[src/rtl/uart_apb_master.sv]
// Byte-stream-to-APB initiator: decodes read/write command frames from a UART rx
// byte stream, runs one APB transfer per frame and streams back a status/response frame.
module uart_apb_master #(
  parameter int APB_ADDR_WIDTH = 12,
  parameter int TIMEOUT_CYCLES = 255
) (
  input  logic                      CLK,
  input  logic                      RSTN,
  input  logic [7:0]                rx_data_i,
  input  logic                      rx_valid_i,
  output logic                      rx_ready_o,
  output logic [7:0]                tx_data_o,
  output logic                      tx_valid_o,
  input  logic                      tx_ready_i,
  output logic [APB_ADDR_WIDTH-1:0] PADDR,
  output logic [31:0]               PWDATA,
  output logic                      PWRITE,
  output logic                      PSEL,
  output logic                      PENABLE,
  input  logic [31:0]               PRDATA,
  input  logic                      PREADY,
  input  logic                      PSLVERR,
  output logic                      busy_o
);

  localparam logic [7:0]  CMD_WR     = 8'h57;
  localparam logic [7:0]  CMD_RD     = 8'h52;
  localparam logic [7:0]  ST_OK      = 8'h00;
  localparam logic [7:0]  ST_SLVERR  = 8'h01;
  localparam logic [7:0]  ST_TIMEOUT = 8'h02;
  localparam logic [7:0]  ST_BADCMD  = 8'hEE;
  localparam logic [15:0] TMO_LAST   = 16'(TIMEOUT_CYCLES - 1);

  typedef enum logic [2:0] {
    S_IDLE, S_ADDR, S_DATA, S_SETUP, S_ACCESS, S_RESP
  } state_t;

  state_t                    state, state_nxt;
  logic [2:0]                cnt;        // rx byte index while parsing, tx byte index in RESP
  logic [2:0]                resp_last;
  logic                      is_write;
  logic [7:0]                addr_lo;
  logic [APB_ADDR_WIDTH-1:0] addr_q;
  logic [23:0]               wdata_q;
  logic [15:0]               tcnt;
  logic [7:0]                status_q;
  logic [31:0]               rdata_q;
  logic                      rx_fire, tx_fire;

  assign rx_fire = rx_valid_i & rx_ready_o;
  assign tx_fire = tx_valid_o & tx_ready_i;
  assign busy_o  = (state != S_IDLE);

  // NOTE: every output gets a default before the case so no path can infer a latch.
  always_comb begin
    state_nxt  = state;
    rx_ready_o = 1'b0;
    tx_valid_o = 1'b0;
    tx_data_o  = 8'h00;
    PSEL       = 1'b0;
    PENABLE    = 1'b0;
    unique case (state)
      S_IDLE: begin
        rx_ready_o = 1'b1;
        if (rx_valid_i)
          state_nxt = (rx_data_i == CMD_WR || rx_data_i == CMD_RD) ? S_ADDR : S_RESP;
      end
      S_ADDR: begin
        rx_ready_o = 1'b1;
        if (rx_valid_i && cnt == 3'd1) state_nxt = is_write ? S_DATA : S_SETUP;
      end
      S_DATA: begin
        rx_ready_o = 1'b1;
        if (rx_valid_i && cnt == 3'd3) state_nxt = S_SETUP;
      end
      S_SETUP: begin
        PSEL      = 1'b1;
        state_nxt = S_ACCESS;
      end
      S_ACCESS: begin
        PSEL    = 1'b1;
        PENABLE = 1'b1;
        // PREADY has priority over a timeout expiring in the same cycle
        if (PREADY || tcnt == TMO_LAST) state_nxt = S_RESP;
      end
      S_RESP: begin
        tx_valid_o = 1'b1;
        unique case (cnt)
          3'd0:    tx_data_o = status_q;
          3'd1:    tx_data_o = rdata_q[7:0];
          3'd2:    tx_data_o = rdata_q[15:8];
          3'd3:    tx_data_o = rdata_q[23:16];
          3'd4:    tx_data_o = rdata_q[31:24];
          default: tx_data_o = 8'h00;
        endcase
        if (tx_ready_i && cnt == resp_last) state_nxt = S_IDLE;
      end
      default: state_nxt = S_IDLE;
    endcase
  end

  // NOTE: state registers use non-blocking assignments so all flops update together.
  always_ff @(posedge CLK or negedge RSTN) begin
    if (!RSTN) begin
      state     <= S_IDLE;
      cnt       <= '0;
      resp_last <= '0;
      is_write  <= 1'b0;
      addr_lo   <= '0;
      addr_q    <= '0;
      wdata_q   <= '0;
      tcnt      <= '0;
      status_q  <= '0;
      rdata_q   <= '0;
      PADDR     <= '0;
      PWDATA    <= '0;
      PWRITE    <= 1'b0;
    end else begin
      state <= state_nxt;
      unique case (state)
        S_IDLE: if (rx_fire) begin
          cnt       <= '0;
          is_write  <= (rx_data_i == CMD_WR);
          status_q  <= ST_BADCMD;
          resp_last <= '0;
        end
        S_ADDR: if (rx_fire) begin
          if (cnt == 3'd0) begin
            addr_lo <= rx_data_i;
            cnt     <= 3'd1;
          end else begin
            addr_q <= APB_ADDR_WIDTH'({rx_data_i, addr_lo});
            cnt    <= '0;
            if (!is_write) begin
              PADDR  <= APB_ADDR_WIDTH'({rx_data_i, addr_lo});
              PWDATA <= '0;
              PWRITE <= 1'b0;
            end
          end
        end
        S_DATA: if (rx_fire) begin
          cnt <= cnt + 3'd1;
          unique case (cnt)
            3'd0: wdata_q[7:0]   <= rx_data_i;
            3'd1: wdata_q[15:8]  <= rx_data_i;
            3'd2: wdata_q[23:16] <= rx_data_i;
            default: begin
              PADDR  <= addr_q;
              PWDATA <= {rx_data_i, wdata_q};
              PWRITE <= 1'b1;
              cnt    <= '0;
            end
          endcase
        end
        S_SETUP: begin
          tcnt      <= '0;
          rdata_q   <= '0;
          resp_last <= is_write ? 3'd0 : 3'd4;
        end
        S_ACCESS: begin
          if (PREADY) begin
            rdata_q  <= PRDATA;
            status_q <= PSLVERR ? ST_SLVERR : ST_OK;
          end else if (tcnt == TMO_LAST) begin
            status_q <= ST_TIMEOUT;
          end else begin
            tcnt <= tcnt + 16'd1;
          end
        end
        S_RESP: if (tx_fire) cnt <= (cnt == resp_last) ? 3'd0 : cnt + 3'd1;
        default: ;
      endcase
    end
  end

endmodule

[config.mk]
export PLATFORM = sky130hd
export DESIGN_NAME = uart_apb_master
export DESIGN_NICKNAME = d
export VERILOG_FILES = /design/src/rtl/uart_apb_master.sv
export SDC_FILE = /design/constraint.sdc
export NUM_CORES = 1
export LEC_CHECK = 0
export CORE_AREA = 2 2 122 124
export CTS_CLUSTER_DIAMETER = 120
export DETAILED_ROUTE_END_ITERATION = 7
export DIE_AREA = 0 0 124 126
export GPL_ROUTABILITY_DRIVEN = 0
export GPL_TIMING_DRIVEN = 0
export PLACE_DENSITY = 0.73
export SLEW_MARGIN = 20
export SYNTH_ARGS = -nofsm -noshare
export SYNTH_HDL_FRONTEND = slang
export SYNTH_SLANG_ARGS = --single-unit
[constraint.sdc]
create_clock -name CLK -period 2.55 [get_ports CLK]
set_clock_uncertainty 0.05 [all_clocks]
set_input_delay 0.6375 -clock CLK [delete_from_list [all_inputs] [get_ports CLK]]
set_output_delay 0.6375 -clock CLK [all_outputs]
set_load 0.05 [all_outputs]
==> metrics.yaml, run 1 <==
critical_path:
  reg2reg_depth: 9
  critPathKind: "reg2out"
  cp-end-kind: "output pin"
  crit_path_top_delay_cell: "dfrtp_1"
  arrival_ps: 2050
  start_kind: "flop"
  cp_data_required_time_ps: 1860
  cpPeakStageDelay_ps: 420
  r2r-end: "PADDR[4]$_DFFE_PN0P_"
  ff2ff_setup_slack_ps: 150
  path_max_fanout: 8
  cpMostUsedCell: "buf_6"
  worstPathCellList: "ha_2, ha_4, buf_6, o31ai_4, buf_12, a31oi_4, buf_6"
  reg2reg_from: "cnt[0]$_DFFE_PN0P_"
logic_synthesis:
  netlist_area_um2: 6980
  yosysUniqueCellTypes: 55
  ys_seq_area_share_pct: 53.1
  synth_seq_cells: 148
  syn-num-nets: 701
  synth_flop_cell: "dfrtp_1"
  avgSynthCellArea_um2: 10.8
  syn_inst: 648
  synth_edf_count: 0
  async_reset_ff_share_pct: 100
  yosys_warnings: 0
timing:
  worst_pin_slew_ps: 635
  fin_crit_sh_pct: 107
  period_needed_ps: 2730
  setup_viol: 8
  fin_setup_tns_ps: -1420
  slew_headroom_pct: 57.7
  slew_viol_final: 0
  rsz0062_at_grt: "true"
  setup_ws_ps: -184
  finalHoldViolCount: 0
  max_freq_mhz: 366
die:
  die_width_um: 124
  rows: 44
  die_h_um: 126
  die-area_um2: 15600
  initial_utilization_pct: 48.7
  design.core.area_um2: 14300
  ios: 104
clocking:
  clockBufferDepth: 2
  htree_levels: 4
  clkLatencyLatePin_ps: 420
  cts_tree: "yes"
  cts-buffers-inserted: 17
  cts_root_buffer: "clkbuf_16"
  clock-sinks: 148
  clkTransAtPathRegs_ps: 60
grt:
  antenna_found_initial: 0
  grt_max_degree: 80
  grt.overflow.total: 0
  grtUsageTotal_pct: 23.0
  grt_first_pass_wirelength_um: 28000
  grt_pass1_vias: 5518
drt:
  wl_per_cell_um: 17.4
  vias: 5328
  initialDrtViolationCount: 445
  firstDrtPassIters: 6
  wl_met2_um: 8320
  wl_met1_um: 7590
  detail_route.vias_per_cell: 5.46
  wl_met3_um: 622
  top_layer: "met4"
  drc: 0
  ant_nets: 0
  routed_wl_um: 16900
pwr:
  power.share.clock_pct: 24.4
  internal-power_mw: 7.09
  switching_share_pct: 39.9
  comb_power_share_pct: 43.8
  p_seq_share_pct: 31.8
  leakage_nw: 3.95
  ir_worst_vdd_mv: 0.653
  p_sw_mw: 4.71
  power_density_nw_per_um2: 1270
placement:
  portBuffers: 100
  post-place-cells: 933
  place_hpwl_um: 11500
cells_and_area:
  fin_nets: 831
  final_cell_mix: "148 x dfrtp_1, 134 x nand2_1, 86 x clkdlybuf4s50_1, 61 x mux2_2"
  fill_cells: 1102
  layout-drive-gt1-share_pct: 24.0
  final-instance-count-excl-fill: 975
  area_delta_synth_final_pct: 33.2
  diodes: 0
  layout_commonest_cell: "dfrtp_1"
run_status:
  status: "finished with violations"
  violations: "negative setup slack"
min_path:
  min_path_type: "in2async"
job:
  cap_viol_max_count: 0
cell usage after synthesis (5+ instances only):
library cell | n | area, µm²
a21oi_1 | 12 | 60.1
a22oi_1 | 16 | 120
a31oi_1 | 8 | 50.1
buf_2 | 11 | 55.1
buf_6 | 5 | 56.3
clkbuf_1 | 18 | 67.6
dfrtp_1 | 148 | 3700
ha_1 | 7 | 87.6
inv_1 | 42 | 158
mux2_2 | 61 | 687
mux2_4 | 8 | 120
mux2i_1 | 41 | 410
nand2_1 | 135 | 507
nand4_1 | 9 | 56.3
nor2_1 | 8 | 30.0
nor2b_1 | 5 | 31.3
o21ai_0 | 41 | 205
o31ai_1 | 6 | 45.0
or4_1 | 5 | 37.5
power by group through the flow:
stage	logic, mW	clock network [mW]	registers, mW
final	5.17	2.88	3.75
after global placement	4.83	0	3.71
after global routing	5.53	3.01	3.85
after detailed placement	4.95	0	3.76
after CTS	5.13	2.91	3.75
after floorplan	2.33	0	4.79
critical path, delay by kind of cell (launching register included):
family / cells / cell delay, ps
buffers and inverters: 3 / 490
flip-flops: 1 / 420
adder cells (fa/ha/maj): 2 / 390
AO/OA/AOI/OAI: 2 / 320
registers in the layout, summed over array words and instances, names as in the netlist:
| name | flops |
|---|---|
| PADDR | 12 |
| PWDATA | 32 |
| PWRITE | 1 |
| addr_lo | 8 |
| addr_q | 12 |
| cnt | 3 |
| is_write | 1 |
| rdata_q | 32 |
| resp_last | 1 |
| state | 3 |
| status_q | 3 |
| tcnt | 16 |
| wdata_q | 24 |
area by class of cell:
class                           instances  area [µm²]  share of cell area (%)
Tap cell                              184         230                    2.48
Clock inverter                         11         220                    2.37
Timing Repair Buffer                  112        1130                    12.1
Buffer                                 37         254                    2.73
Inverter                               43         161                    1.74
Sequential cell                       148        3700                    39.8
Multi-Input combinational cell        419        3140                    33.8
Clock buffer                           21         460                    4.95
per-stage QoR:
stage               cell area, µm²  hold slack, ps  setup WS, ps  power [mW]  utilization [%]
finish                        9290             112          -184        11.8             64.9
global route                  9290             154          -270        12.4             64.9
CTS                           9230             132          -186        11.8             64.5
detailed placement            8380             423          -915        8.71             58.5
global placement              8350             414         -4960        8.54             58.3
floorplan                     7120             292          29.5        7.12                -
per-layer routing:
| metal | GRT usage, % | vias to the layer above |
|---|---|---|
| li1 | - | 2504 |
| met1 | 32.1 | 2630 |
| met2 | 36.2 | 161 |
| met3 | 3.67 | 33 |
| met4 | 8.92 | 0 |
| met5 | 0 | - |
timing repair:
action / CTS / global route
endpoints found under the setup margin: 13 / 13
pin swaps: 5 / 3
gates cloned: 0 / 1
gates resized for setup: 108 / 21
hold buffers: 0 / 0
setup buffers: 6 / 4
worst max path at each step:
| stage | from | cells past startpoint | slack, ps | end |
|---|---|---|---|---|
| floorplan | cnt[0]$_DFFE_PN0P_ | 5 | 30 | tx_data_o[0] |
| global placement | RSTN | 1 | -4960 | tcnt[4]$_DFFE_PN0P_ |
| detailed placement | cnt[0]$_DFFE_PN0P_ | 7 | -910 | tx_data_o[3] |
| CTS | cnt[0]$_DFFE_PN0P_ | 8 | -190 | tx_data_o[3] |
| global route | cnt[1]$_DFFE_PN0P_ | 8 | -270 | tx_data_o[0] |
| finish | cnt[0]$_DFFE_PN0P_ | 7 | -180 | tx_data_o[0] |
cell families (layout without fill, tap and decap cells):
| kind of cell | after synthesis | count (layout) | synth area share, % |
|---|---|---|---|
| AO/OA/AOI/OAI | 100 | 100 | 8.89 |
| XOR/XNOR | 2 | 2 | 0.251 |
| adder cells (fa/ha/maj) | 7 | 7 | 1.26 |
| buffers and inverters | 81 | 224 | 5.43 |
| flip-flops | 148 | 148 | 53.1 |
| multiplexers | 110 | 110 | 17.4 |
| AND/OR/NAND/NOR | 200 | 200 | 13.6 |
No activity file was read; power rests on OpenSTA's default activity.
==> inputs of run 2 (changes only) <==
ABC_CLOCK_PERIOD_IN_PS = 2550   (was default)
CORE_AREA = 2 2 117 119   (was 2 2 122 124)
DIE_AREA = 0 0 119 121   (was 0 0 124 126)
PLACE_DENSITY = 0.79   (was 0.73)
==> metrics.yaml, run 2 (synthesized netlist as in run 1, its figures left out) <==
run_status:
  status: "finished with violations"
  violations: "negative setup slack"
critical_path:
  cp_data_required_time_ps: 1860
  path_max_fanout: 8
  cp-end-kind: "output pin"
  arrival_ps: 2060
  start_kind: "flop"
  critPathKind: "reg2out"
  reg2reg_from: "cnt[0]$_DFFE_PN0P_"
  crit_start: "cnt[0]$_DFFE_PN0P_"
pwr:
  ir_worst_vdd_mv: 0.787
  power_density_nw_per_um2: 1260
  totalPowerFinal_mw: 11.5
  power.share.clock_pct: 22.6
  p_sw_mw: 4.79
  comb_power_share_pct: 44.7
  p_seq_share_pct: 32.6
  leakage_nw: 3.89
  switching_share_pct: 41.6
  internal-power_mw: 6.73
drt:
  routed_wl_um: 16800
  detail_route.vias_per_cell: 5.61
  firstDrtPassIters: 5
  initialDrtViolationCount: 430
  drc: 0
  vias: 5387
  ant_nets: 0
  wl_per_cell_um: 17.5
grt:
  antenna_found_initial: 0
  grt_pass1_vias: 5721
  grt_first_pass_wirelength_um: 27800
  grt_max_degree: 101
  grt.overflow.total: 0
  grtUsageTotal_pct: 24.8
timing:
  fin_setup_tns_ps: -1530
  rsz0062_at_grt: "true"
  setup_viol: 8
  slew_headroom_pct: 61.7
  setup_ws_ps: -197
  hold_slack_ps: 48.5
  period_needed_ps: 2750
  worst_pin_slew_ps: 573
  max_freq_mhz: 364
  slew_viol_final: 0
  finalHoldViolCount: 0
  fin_crit_sh_pct: 108
cells_and_area:
  final_core_util_pct: 70.1
  final-instance-count-excl-fill: 961
  layout-drive-gt1-share_pct: 23.7
  fin_nets: 825
  final_cell_mix: "146 x dfrtp_1, 134 x nand2_1, 86 x clkdlybuf4s50_1, 61 x mux2_2"
  fill_cells: 908
  area_delta_synth_final_pct: 31.5
  reg_top3: "PWDATA (32), rdata_q (32), wdata_q (24)"
  diodes: 0
  layout_commonest_cell: "dfrtp_1"
  final_area_um2: 9170
clocking:
  clock-sinks: 148
  clkLatencyLatePin_ps: 430
  clockBufferDepth: 2
  cts_root_buffer: "clkbuf_16"
  htree_levels: 4
  clkTransAtPathRegs_ps: 60
  cts_tree: "yes"
  cts-buffers-inserted: 17
  hold_buffers: 0
die:
  initial_utilization_pct: 53.3
  die_width_um: 119
  design.core.area_um2: 13100
  die_h_um: 121
  rows: 42
  die-area_um2: 14400
  ios: 104
placement:
  post-place-cells: 925
  portBuffers: 100
  placed_area_um2: 8370
  place_hpwl_um: 11400
  dp_worst_setup_slack_ps: -886
job:
  cap_viol_max_count: 0
min_path:
  min_path_type: "in2async"
==> run 2: worst paths after layout <==
check                           slack (ps)  cells after the start                   end
worst max-delay path                  -200                      9          tx_data_o[5]
worst min-delay path                    50                      1  PADDR[5]$_DFFE_PN0P_
worst max register to register         150                      9  PADDR[0]$_DFFE_PN0P_
worst min register to register         430                      1  tcnt[15]$_DFFE_PN0P_
max in group asynchronous             1570                      2    cnt[1]$_DFFE_PN0P_
min in group CLK                       430                      1  tcnt[15]$_DFFE_PN0P_
==> run 2: layout make-up <==
| type | count | area (µm²) | share of cell area, % |
|---|---|---|---|
| Sequential cell | 148 | 3710 | 40.4 |
| Timing Repair Buffer | 106 | 1070 | 11.7 |
| Buffer | 37 | 244 | 2.66 |
| Inverter | 43 | 164 | 1.79 |
| Clock buffer | 17 | 425 | 4.64 |
| Multi-Input combinational cell | 419 | 3150 | 34.3 |
| Tap cell | 176 | 220 | 2.40 |
| Clock inverter | 15 | 195 | 2.13 |
==> run 2: routing by layer <==
metal	up-vias	share of wire [%]	GRT usage, %
met1	2712	43	31.4
met3	37	3.6	4.23
met4	0	2.5	11.4
li1	2493	-	-
met5	-	0	0
met2	145	51	42.1
==> run 2: repair_timing <==
| item | CTS | global route |
|---|---|---|
| setup endpoints to repair | 13 | 11 |
| gates resized for setup | 119 | 7 |
| setup buffers | 5 | 0 |
| endpoints found under the hold margin | 0 | 0 |
| pin swaps | 4 | 3 |
==> run 2: worst max-delay path: stages, from the launching register on <==
cell	delay [ps]
dfrtp_2	450
inv_4	70
ha_4	180
inv_2	80
nor2_4	40
buf_4	130
o31ai_4	270
buf_12	200
a31oi_4	50
buf_6	170
==> run 2: power groups by stage <==
stage	combinational, mW	clock [mW]	sequential (mW)
6_report	5.16	2.61	3.76
3_3_place_gp	4.81	0	3.71
4_1_cts	5.15	2.65	3.76
5_1_grt	5.49	2.75	3.86
3_5_place_dp	4.95	0	3.76
2_1_floorplan	2.33	0	4.79
==> inputs of run 3 (changes only) <==
CORE_AREA = 2 2 139 141   (was 2 2 117 119)
DIE_AREA = 0 0 141 143   (was 0 0 119 121)
PLACE_DENSITY = 0.59   (was 0.79)
==> metrics.yaml, run 3 (synthesized netlist as in run 1, its figures left out) <==
critical_path:
  crit_start: "cnt[1]$_DFFE_PN0P_"
  worstPathCellList: "inv_2, ha_4, nor3_4, nor2_2, o31ai_4, buf_12, a31oi_4, buf_6"
  cp-end-kind: "output pin"
  crit_path_end: "tx_data_o[3]"
  crit_family: "buffers and inverters"
  worst-path-stages: 8
  path_buf_inv: 3
  cp_data_required_time_ps: 1860
  crit_path_top_delay_cell: "dfrtp_1"
  cpPeakStageDelay_ps: 410
  r2r-end: "PADDR[3]$_DFFE_PN0P_"
  path_max_fanout: 8
  ff2ff_setup_slack_ps: 150
  reg2reg_from: "cnt[1]$_DFFE_PN0P_"
  reg2reg_depth: 9
  critPathKind: "reg2out"
  arrival_ps: 2050
  start_kind: "flop"
drt:
  ant_nets: 0
  firstDrtPassIters: 5
  routed_wl_um: 17200
  initialDrtViolationCount: 402
  vias: 5345
  wl_per_cell_um: 16.7
  detail_route.vias_per_cell: 5.19
  drc: 0
timing:
  setup_viol: 8
  setup_ws_ps: -184
  slew_viol_final: 0
  rsz0062_at_grt: "true"
  fin_crit_sh_pct: 107
  worst_pin_slew_ps: 588
  finalHoldViolCount: 0
  max_freq_mhz: 366
  slew_headroom_pct: 60.7
  period_needed_ps: 2730
clocking:
  cts-buffers-inserted: 17
  clock-sinks: 148
  clkLatencyLatePin_ps: 420
  clkTransAtPathRegs_ps: 70
  hold_buffers: 0
  cts_tree: "yes"
  cts_root_buffer: "clkbuf_16"
  clockBufferDepth: 2
  htree_levels: 4
pwr:
  power_density_nw_per_um2: 1230
  leakage_nw: 3.93
  ir_worst_vdd_mv: 0.588
grt:
  grt_pass1_vias: 5384
  grt_first_pass_wirelength_um: 27500
  antenna_found_initial: 0
  grt_max_degree: 93
  grt.overflow.total: 0
  grtUsageTotal_pct: 17.5
cells_and_area:
  final_area_um2: 9320
  final_cell_mix: "147 x dfrtp_1, 134 x nand2_1, 86 x clkdlybuf4s50_1, 61 x mux2_2"
  layout_commonest_cell: "dfrtp_1"
  fin_nets: 835
  area_delta_synth_final_pct: 33.6
  layout-drive-gt1-share_pct: 24.9
  diodes: 0
  final-instance-count-excl-fill: 1029
  reg_top3: "PWDATA (32), rdata_q (32), wdata_q (24)"
die:
  rows: 50
  design.core.area_um2: 18600
  die-area_um2: 20200
  ios: 104
  initial_utilization_pct: 37.6
  die_width_um: 141
  die_h_um: 143
min_path:
  min_path_type: "in2async"
job:
  cap_viol_max_count: 0
placement:
  portBuffers: 100
  post-place-cells: 983
  placed_area_um2: 8440
  place_hpwl_um: 11900
run_status:
  status: "finished with violations"
  violations: "negative setup slack"
==> run 3: worst register-to-register path, stage by stage, from the launching register on <==
cell,delay (ps)
dfrtp_1,410
inv_2,90
ha_4,190
nor2b_2,160
buf_6,130
or4_1,430
a21oi_2,160
buf_6,190
buf_12,170
mux2_4,310
==> run 3: worst min path at each step <==
stage	start	cells after the start	endpoint	slack, ps
2_1_floorplan	RSTN	0	PADDR[0]$_DFFE_PN0P_	290
3_3_place_gp	rdata_q[2]$_DFFE_PN0P_	2	rdata_q[2]$_DFFE_PN0P_	410
3_5_place_dp	rdata_q[1]$_DFFE_PN0P_	2	rdata_q[1]$_DFFE_PN0P_	420
4_1_cts	RSTN	1	addr_q[1]$_DFFE_PN0P_	90
5_1_grt	RSTN	1	addr_q[1]$_DFFE_PN0P_	110
6_report	RSTN	1	PADDR[3]$_DFFE_PN0P_	90
==> run 3: area by class of cell <==
type	instances	area, µm²
fill	1657	9260
inverter	43	164
timing repair buffer	116	1150
multi-input combinational	419	3150
buffer	37	255
sequential	148	3700
clock inverter	14	166
tap	234	293
clock buffer	18	439
==> run 3: where the power goes <==
group / total, mW / internal [mW] / switching [mW] / leakage [nW]
Sequential: 3.75 / 3.19 / 0.551 / 1.94
Clock: 2.57 / 1.50 / 1.07 / 0.294
Combinational: 5.18 / 2.03 / 3.16 / 1.70
Total: 11.5 / 6.72 / 4.78 / 3.93
==> run 3: layer usage <==
layer / vias to the layer above / share of wire [%] / wire length [µm] / GRT usage [%]
met1: 2675 / 46 / 7890 / 23.2
li1: 2518 / - / - / -
met5: - / 0 / 0 / 0
met4: 0 / 1.4 / 244 / 6.26
met2: 135 / 49 / 8500 / 28.9
met3: 17 / 3.4 / 589 / 3.19
==> run 3: per-stage QoR <==
step / total power [mW] / setup slack [ps] / hold slack, ps / setup TNS (ps) / util, %
after detailed placement: 8.71 / -923 / 420 / -8880 / 45.4
after CTS: 11.5 / -203 / 89.6 / -1570 / 49.6
after floorplan: 7.12 / 29.5 / 292 / 0 / -
after global placement: 8.59 / -4990 / 414 / -745800 / 45.3
after global routing: 12.1 / -261 / 107 / -2050 / 50.2
final: 11.5 / -184 / 88.6 / -1400 / 50.2
==> run 3: what timing repair did <==
item                                    CTS  global route
endpoints found under the setup margin   13            13
pin swaps                                 5             3
hold endpoints to repair                  0             0
resized for setup                       109            26
buffers inserted                          6             7
cloned                                    0             2
